===== src/rtl/alu_ops_pkg.sv =====
// Shared ALU operation codes and the divide sequencer state type.
package alu_ops_pkg;

   localparam int ALUCONTROL_WIDTH = 6;
   localparam logic [ALUCONTROL_WIDTH-1:0] UDIV_OP = 6'b101110;
   localparam logic [ALUCONTROL_WIDTH-1:0] SDIV_OP = 6'b101111;

   typedef enum logic [1:0] {
      IDLE = 2'd0,
      BUSY = 2'd1,
      DONE = 2'd2
   } div_state_t;

   function automatic logic is_div_op(input logic [ALUCONTROL_WIDTH-1:0] op);
      return (op == UDIV_OP) || (op == SDIV_OP);
   endfunction

endpackage


===== src/rtl/div_step.sv =====
// One radix-2 restoring division iteration on a remainder:quotient pair.
module div_step #(
   parameter int WIDTH = 32
) (
   input  logic [WIDTH-1:0] rem,
   input  logic [WIDTH-1:0] quo,
   input  logic [WIDTH-1:0] divisor,
   output logic [WIDTH-1:0] rem_next,
   output logic [WIDTH-1:0] quo_next
);

   logic [WIDTH:0] shifted_s;
   logic [WIDTH:0] diff_s;

   // Shift in the next dividend bit, trial-subtract, restore on borrow.
   always_comb begin
      shifted_s = {rem, quo[WIDTH-1]};
      diff_s    = shifted_s - {1'b0, divisor};
      if (diff_s[WIDTH]) begin
         rem_next = shifted_s[WIDTH-1:0];
         quo_next = {quo[WIDTH-2:0], 1'b0};
      end else begin
         rem_next = diff_s[WIDTH-1:0];
         quo_next = {quo[WIDTH-2:0], 1'b1};
      end
   end

endmodule


===== src/rtl/div_sequencer.sv =====
// Multi-cycle UDIV/SDIV sequencer with pipeline stall request.
// Optional build macro DIV_EARLY_TERM_EN skips iteration when the quotient is trivially zero.
module div_sequencer
   import alu_ops_pkg::*;
#(
   parameter int WIDTH = 32
) (
   input  logic                        clk,
   input  logic                        reset,
   input  logic                        start,
   input  logic [ALUCONTROL_WIDTH-1:0] ALUControlE,
   input  logic [WIDTH-1:0]            SrcAE,
   input  logic [WIDTH-1:0]            SrcBE,
   input  logic                        cancel,
   output logic                        busy,
   output logic                        done,
   output logic [WIDTH-1:0]            QuotientE,
   output logic [WIDTH-1:0]            RemainderE,
   output logic                        div_by_zero
);

   localparam int CNT_W = $clog2(WIDTH) + 1;

   div_state_t       state_q, state_d;
   logic [CNT_W-1:0] cnt_q, cnt_d;
   logic [WIDTH-1:0] rem_q, rem_d, quo_q, quo_d, dvs_q, dvs_d, dvd_q, dvd_d;
   logic             q_neg_q, q_neg_d, r_neg_q, r_neg_d, zero_q, zero_d;
   logic [WIDTH-1:0] quo_out_q, quo_out_d, rem_out_q, rem_out_d;
   logic             dbz_q, dbz_d;

   logic             is_sdiv_s, accept_s, finish_s;
   logic [WIDTH-1:0] mag_a_s, mag_b_s, rem_step_s, quo_step_s, res_q_s, res_r_s;

   assign is_sdiv_s = (ALUControlE == SDIV_OP);
   assign accept_s  = start & ~cancel & (state_q == IDLE) & is_div_op(ALUControlE);
   assign mag_a_s   = (is_sdiv_s & SrcAE[WIDTH-1]) ? (WIDTH'(0) - SrcAE) : SrcAE;
   assign mag_b_s   = (is_sdiv_s & SrcBE[WIDTH-1]) ? (WIDTH'(0) - SrcBE) : SrcBE;

   // A zero divisor reports the original dividend rather than the iteration result.
   assign res_q_s  = zero_q ? '0 : (q_neg_q ? (WIDTH'(0) - quo_q) : quo_q);
   assign res_r_s  = zero_q ? dvd_q : (r_neg_q ? (WIDTH'(0) - rem_q) : rem_q);
   assign finish_s = (state_q == DONE) & ~cancel;

   assign busy        = accept_s | ((state_q == BUSY) & ~cancel);
   assign done        = finish_s;
   assign QuotientE   = finish_s ? res_q_s : quo_out_q;
   assign RemainderE  = finish_s ? res_r_s : rem_out_q;
   assign div_by_zero = finish_s ? zero_q  : dbz_q;

   div_step #(.WIDTH(WIDTH)) u_step (
      .rem      (rem_q),
      .quo      (quo_q),
      .divisor  (dvs_q),
      .rem_next (rem_step_s),
      .quo_next (quo_step_s)
   );

   // Next-state and datapath update for the sequencer.
   always_comb begin
      state_d   = state_q;
      cnt_d     = cnt_q;
      rem_d     = rem_q;
      quo_d     = quo_q;
      dvs_d     = dvs_q;
      dvd_d     = dvd_q;
      q_neg_d   = q_neg_q;
      r_neg_d   = r_neg_q;
      zero_d    = zero_q;
      quo_out_d = quo_out_q;
      rem_out_d = rem_out_q;
      dbz_d     = dbz_q;
      case (state_q)
         IDLE: begin
            if (accept_s) begin
               rem_d   = '0;
               quo_d   = mag_a_s;
               dvs_d   = mag_b_s;
               dvd_d   = SrcAE;
               q_neg_d = is_sdiv_s & (SrcAE[WIDTH-1] ^ SrcBE[WIDTH-1]);
               r_neg_d = is_sdiv_s & SrcAE[WIDTH-1];
               zero_d  = (SrcBE == '0);
               cnt_d   = CNT_W'(WIDTH);
               state_d = BUSY;
`ifdef DIV_EARLY_TERM_EN
               // Loading the magnitude as the remainder makes sign correction yield the dividend.
               if ((SrcBE == '0) || (mag_a_s < mag_b_s)) begin
                  rem_d   = mag_a_s;
                  quo_d   = '0;
                  cnt_d   = '0;
                  state_d = DONE;
               end else begin
                  state_d = BUSY;
               end
`endif
            end else begin
               state_d = IDLE;
            end
         end
         BUSY: begin
            if (cancel) begin
               cnt_d   = '0;
               state_d = IDLE;
            end else begin
               rem_d   = rem_step_s;
               quo_d   = quo_step_s;
               cnt_d   = cnt_q - CNT_W'(1);
               state_d = (cnt_q == CNT_W'(1)) ? DONE : BUSY;
            end
         end
         DONE: begin
            state_d = IDLE;
            if (!cancel) begin
               quo_out_d = res_q_s;
               rem_out_d = res_r_s;
               dbz_d     = zero_q;
            end else begin
               dbz_d     = dbz_q;
            end
         end
         default: begin
            cnt_d   = '0;
            state_d = IDLE;
         end
      endcase
   end

   // State and result registers with synchronous active-low reset.
   always_ff @(posedge clk) begin
      if (!reset) begin
         state_q   <= IDLE;
         cnt_q     <= '0;
         rem_q     <= '0;
         quo_q     <= '0;
         dvs_q     <= '0;
         dvd_q     <= '0;
         q_neg_q   <= 1'b0;
         r_neg_q   <= 1'b0;
         zero_q    <= 1'b0;
         quo_out_q <= '0;
         rem_out_q <= '0;
         dbz_q     <= 1'b0;
      end else begin
         state_q   <= state_d;
         cnt_q     <= cnt_d;
         rem_q     <= rem_d;
         quo_q     <= quo_d;
         dvs_q     <= dvs_d;
         dvd_q     <= dvd_d;
         q_neg_q   <= q_neg_d;
         r_neg_q   <= r_neg_d;
         zero_q    <= zero_d;
         quo_out_q <= quo_out_d;
         rem_out_q <= rem_out_d;
         dbz_q     <= dbz_d;
      end
   end

endmodule


===== config.mk =====
export PLATFORM = sky130hd
export DESIGN_NAME = div_sequencer
export DESIGN_NICKNAME = d
export VERILOG_FILES = /design/src/rtl/alu_ops_pkg.sv /design/src/rtl/div_step.sv /design/src/rtl/div_sequencer.sv
export SDC_FILE = /design/constraint.sdc
export NUM_CORES = 1
export LEC_CHECK = 0
export ABC_AREA = 1
export BUFFER_PORTS_ARGS = -buffer_cell sky130_fd_sc_hd__buf_2
export CAP_MARGIN = 20
export CORE_MARGIN = 2
export CORE_UTILIZATION = 30
export DETAILED_ROUTE_END_ITERATION = 10
export PLACE_DENSITY = 0.56
export SYNTH_ARGS = -nofsm -noshare
export SYNTH_HDL_FRONTEND = slang
export SYNTH_SLANG_ARGS = --single-unit
export TNS_END_PERCENT = 10

===== constraint.sdc =====
create_clock -name clk -period 2.15 [get_ports clk]
set_input_delay 0 -clock clk [delete_from_list [all_inputs] [get_ports clk]]
set_output_delay 0 -clock clk [all_outputs]
set_load 0.1 [all_outputs]

After elaboration in Yosys (flattened, before gate mapping)
Cells that the tools add are included.
Word-level totals
  flip-flop bits (word level): 204
  output and inout bits: 67
  word-level logic and storage cells: 69
Cells by class
  eq/ne operators: 7
  bitwise gates (word level): 12
  reduce and logical (&&, ||, !) cells: 8
  mux-type cells: 24
  add/sub/neg operators: 6
Operators with widths (number)
  32-bit two-way mux: 13
  32-bit one-hot mux with 2 select lines: 2
  1-bit by 32-bit subtractor with 32-bit output, first input constant: 4
  33-bit by 32-bit subtractor with 33-bit output: 1
  32-bit zero test: 1
  6-bit one-hot mux with 3 select lines: 1
  6-bit == test, second input constant: 2
  6-bit two-way mux: 2
  1-bit AND: 8
  6-bit by 1-bit == test with 1-bit output, second input constant: 1
  2-bit AND reduction: 3
  6-bit by 1-bit subtractor with 6-bit output, second input constant: 1
  2-bit two-way mux: 2
  2-bit != test, second input constant: 2
  2-bit one-hot mux with 2 select lines: 1
  1-bit two-way mux: 3
  3-bit AND reduction: 1
  2-bit by 1-bit == test with 1-bit output, second input constant: 1
  2-bit == test, second input constant: 1
  2-bit zero test: 1
  1-bit inverter: 2
  2-bit nonzero test: 1
  1-bit logical OR: 1
  1-bit bitwise OR: 1
  1-bit XOR: 1

Logic depth before layout (Yosys ltp)
  depth in word-level cells: 6
  depth in mapped cells: 18

Hierarchy
A second synthesis with hierarchy kept.
Unflattened totals
  cell total of the unflattened synthesis: 2505
  area, all modules: 15148.3 µm²
By module, submodules not included
  div_sequencer: area each 11654.9 µm², sequential area each 4083.9 µm², times used 1, cells an instance 1790
  div_step: area each 3493.4 µm², sequential area each 0.0 µm², times used 1, cells an instance 715

Worst setup path after synthesis
Ideal clock, no wire load.
  kind: flip-flop to output port
  from: register state_q[1]
  to: output div_by_zero
  buffers on the path: 3
  stages on the path, launching flop included: 8
  data arrival time: 3.498 ns
  path slack: -1.348 ns
  cell sequence: dfxtp_1 inv_1 nor3_4 inv_2 buf_2 buf_2 buf_2 a21oi_1
Between the ends
  longest elaborated chain between the ends: 3
RTL lines
  start: declaration: line div_sequencer.sv:24  | div_state_t state_q, state_d;
  start signal: assignment: line div_sequencer.sv:143  | state_q <= state_d;
  2-bit == test: line div_sequencer.sv:42  | assign finish_s = (state_q == DONE) & ~cancel;
  1-bit AND: line div_sequencer.sv:42
  named net done: line div_sequencer.sv:16  | output logic done,
  1-bit two-way mux: line div_sequencer.sv:48  | assign div_by_zero = finish_s ? zero_q : dbz_q;
  end: declaration: line div_sequencer.sv:19  | output logic div_by_zero
The timed path passes the listed nets, and every way through them passes these cells.

Final worst setup path
  from: register rem_q[16]
  to: output RemainderE[27]
Between the ends
  longest elaborated chain between the ends: 4
RTL lines
  start: declaration: line div_sequencer.sv:26  | logic [WIDTH-1:0] rem_q, rem_d, quo_q, quo_d, dvs_q, dvs_d, dvd_q, dvd_d;
  start signal: assignment: line div_sequencer.sv:145  | rem_q <= rem_d;
  1-bit by 32-bit subtractor with 32-bit output: line div_sequencer.sv:41  | assign res_r_s = zero_q ? dvd_q : (r_neg_q ? (WIDTH'(0) - rem_q) : rem_q);
  32-bit two-way mux (2 in a row): line div_sequencer.sv:41
  32-bit two-way mux: line div_sequencer.sv:47  | assign RemainderE = finish_s ? res_r_s : rem_out_q;
  end: declaration: line div_sequencer.sv:18  | output logic [WIDTH-1:0] RemainderE,
No other way between the ends.

==> metrics.txt <==
status finished, violations left; violations in the final reports negative setup slack; clock latency of the later-clocked register in the worst-skew pair 560 ps; synthesized area per cell 6.08 sq um; clock-pin slew on the worst setup and hold paths 60 ps; total clock buffers created by CTS 25; final total negative setup slack -14920 ps; DRC marker count from the first detailed-route iteration 1178; YS warnings 0; clock tree from TritonCTS built; core utilization of the finished layout 0.430; most common library cell in the layout ignoring fill and taps sky130_fd_sc_hd__nand2_1; number of port buffers 140; GRT Total Usage 0.222; slew at the pin with the worst max-slew slack 888 ps; area enclosed by the die boundary 50900 sq um; P&R area growth vs syn 42.1%; number of global-route vias before repair 15.9k; detailed-routing iteration count for the pre-antenna-repair pass 7; number of placement rows 81; total nets after synthesis 2534; Max stage delay on crit path 390 ps; I/O pin total 141; overall via count from detail_route 17.0k; Max rail drop VDD 535 uV; highest attainable clock frequency 0.395 GHz; critical path capture point type output pin; Max-Slew Margin vs Limit 0.408; instance count of the mapped netlist 2421; Worst Setup Start Kind flip-flop; cell at the slowest stage of the critical path sky130_fd_sc_hd__dfxtp_1; crit path time final 2530 ps; fraction of synthesized cell area taken by the top area cell type 0.277; fraction of layout cells with a size suffix above 1 0.240; dominant synthesized flop cell sky130_fd_sc_hd__dfxtp_1; Nets 2882; cell area after technology mapping 14700 sq um; final non-filler cell area 20900 sq um; share of the yosys chip area belonging to registers 0.277; pin count of the biggest net entering global routing 79; Crit path arrival time 2530 ps; Bufs on Longest Clock Path 3; Top Family by Delay on Critical Path simple AND/OR/NAND/NOR gates; critical path cell sequence buf_4, nor2_4, nand3_1, nor2_2, nand3_4, o21ai_4, or2_2, nand3_1, nand2_2, buf_12; CTS H-tree depth 1; initial standard-cell utilization of the core 0.303; slack of the worst reg-to-reg path -100 ps; Post-Route WL 57600 um; async set-or-reset flop fraction in the synthesized netlist 0; floorplan die width 226 um; Post-Route Skew 24.3 ps; total of flip-flops plus latches after synthesis 204; setup ws final -383 ps; critical-path maximum fanout 6; Overflow after GRT 0; count of final setup violators 93; distinct cell type count after synthesis 52; Synth area leaders sky130_fd_sc_hd__dfxtp_1 28%, sky130_fd_sc_hd__nand2_1 16%, sky130_fd_sc_hd__inv_1 9.5%; average wire length per cell after detail routing 16.9 um; dominant cell type by area after synthesis sky130_fd_sc_hd__dfxtp_1; final total power 9.42 mW; DRC violation count after routing 0; final number of hold-violating endpoints 0; root cell of the clock tree sky130_fd_sc_hd__clkbuf_16; final worst path period share 1.18; leakage 9.95 nW; mean number of vias per cell 4.98; class of the most critical setup path flip-flop to output pin; reported max-cap violation count 0; worst hold slack 75.8 ps; Required @ worst endpoint 2150 ps; buffers plus inverters on the worst setup path 2; sinks on the clock net 204; final RePlAce weighted congestion 0.915; Floorplan Core Area 48600 sq um; final max-slew violation count 0; initial antenna violation count 0; wire length of the first global-routing pass 88500 um; number of flops mapped to enable cells by yosys 0; setup repair after global routing missed its margin true; number of antenna-violating nets in the routed design 0; path class of the lowest-slack min-delay path input pin to flip-flop; placed wire-length estimate 45600 um; Antenna diodes 0; Cell Pwr Density 450 nW/um^2; critical path's most frequent cell sky130_fd_sc_hd__nand3_1; cell area reported after detailed placement 18600 sq um; leading cell types in the layout, fill and taps excluded 537 x sky130_fd_sc_hd__nand2_1, 352 x sky130_fd_sc_hd__inv_1, 255 x sky130_fd_sc_hd__a21oi_1; Die Y 226 um
-- per-stage QoR --
stage	instances	worst slack, ps
final	3408	-383
after CTS	3398	-456
after global routing	3408	-493
after floorplan	2421	-316
after global placement	3279	-262
after detailed placement	3279	-320
-- cell families after synthesis --
family                   count (synthesis)  share of synthesized area
flip-flops                             204                      0.277
AO/OA/AOI/OAI                          523                      0.195
XOR/XNOR                                40                     0.0238
buffers and inverters                  473                      0.128
adder cells (fa/ha/maj)                 39                     0.0337
AND/OR/NAND/NOR                       1142                      0.343
-- worst reg2reg max path: stages, from the launching register on --
cell	delay, ps
sky130_fd_sc_hd__dfxtp_2	350
sky130_fd_sc_hd__inv_2	60
sky130_fd_sc_hd__buf_4	140
sky130_fd_sc_hd__fa_2	400
sky130_fd_sc_hd__inv_2	70
sky130_fd_sc_hd__nand2_1	50
sky130_fd_sc_hd__nand2_1	80
sky130_fd_sc_hd__nand3_2	70
sky130_fd_sc_hd__nand2_2	90
sky130_fd_sc_hd__nand2_4	60
sky130_fd_sc_hd__nand2_4	70
sky130_fd_sc_hd__nand2_4	70
sky130_fd_sc_hd__nand2_4	80
sky130_fd_sc_hd__nand2_4	70
sky130_fd_sc_hd__nand2_4	100
sky130_fd_sc_hd__buf_12	150
sky130_fd_sc_hd__nand2_1	60
sky130_fd_sc_hd__nand3_1	60
sky130_fd_sc_hd__a21oi_1	60
-- layout make-up --
type / count / area, sq um
clock buffers: 31 / 668
clock inverters: 13 / 131
fillers: 5175 / 27700
inverters: 383 / 1470
multi-input cells: 1744 / 9730
flip-flops and latches: 204 / 4110
well taps: 622 / 778
repair buffers: 411 / 4040
-- metal layers --
| layer | up-vias | GRT usage | part of all wire |
|---|---|---|---|
| met1 | 7852 | 0.311 | 0.47 |
| met3 | 72 | 0.0257 | 0.052 |
| met2 | 480 | 0.363 | 0.45 |
| li1 | 8551 | - | - |
| met5 | - | 0 | 0 |
| met4 | 0 | 0.0555 | 0.026 |
-- final timing paths --
check | start | to | cells after the start
max | rem_q[16] | RemainderE[27] | 10
min | ALUControlE[5] | q_neg_q | 5
max reg2reg | rem_q[0] | rem_q[4] | 18
min reg2reg | quo_out_q[30] | quo_out_q[30] | 2
-- cell usage after synthesis, types with 10 or more instances --
| cell | instances |
|---|---|
| sky130_fd_sc_hd__buf_2 | 31 |
| sky130_fd_sc_hd__a22o_1 | 29 |
| sky130_fd_sc_hd__nand2_1 | 611 |
| sky130_fd_sc_hd__o21ai_0 | 150 |
| sky130_fd_sc_hd__xor2_1 | 25 |
| sky130_fd_sc_hd__clkbuf_1 | 45 |
| sky130_fd_sc_hd__nor3_1 | 29 |
| sky130_fd_sc_hd__a21oi_1 | 265 |
| sky130_fd_sc_hd__nand4_1 | 30 |
| sky130_fd_sc_hd__dfxtp_1 | 204 |
| sky130_fd_sc_hd__o211ai_1 | 20 |
| sky130_fd_sc_hd__nand3b_1 | 14 |
| sky130_fd_sc_hd__ha_1 | 38 |
| sky130_fd_sc_hd__xnor2_1 | 15 |
| sky130_fd_sc_hd__nor2_1 | 183 |
| sky130_fd_sc_hd__o21ai_1 | 28 |
| sky130_fd_sc_hd__nand3_2 | 21 |
| sky130_fd_sc_hd__inv_2 | 10 |
| sky130_fd_sc_hd__inv_1 | 373 |
| sky130_fd_sc_hd__nand3_1 | 209 |
-- sequential cells by signal (all words and copies together) (netlist names) --
| name | flops |
|---|---|
| cnt_q | 6 |
| dbz_q | 1 |
| dvd_q | 32 |
| dvs_q | 32 |
| q_neg_q | 1 |
| quo_out_q | 32 |
| quo_q | 32 |
| r_neg_q | 1 |
| rem_out_q | 32 |
| rem_q | 32 |
| state_q | 2 |
| zero_q | 1 |
-- repair_timing --
action | in CTS | in global routing
hold buffers | 68 | 0
endpoints found under the hold margin | 94 | 0
gates resized for setup | 95 | 102
pin swaps | 22 | 37
buffers inserted | 8 | 10
setup endpoints to repair | 102 | 104
-- power by group --
group / internal (mW) / total, mW / switching, mW / leakage [nW]
Sequential: 3.80 / 3.81 / 0.0172 / 1.65
Clock: 2.35 / 4.18 / 1.83 / 0.373
Combinational: 0.545 / 1.42 / 0.878 / 7.92
Total: 6.69 / 9.42 / 2.72 / 9.95
No activity file was read; power rests on OpenSTA's default activity.
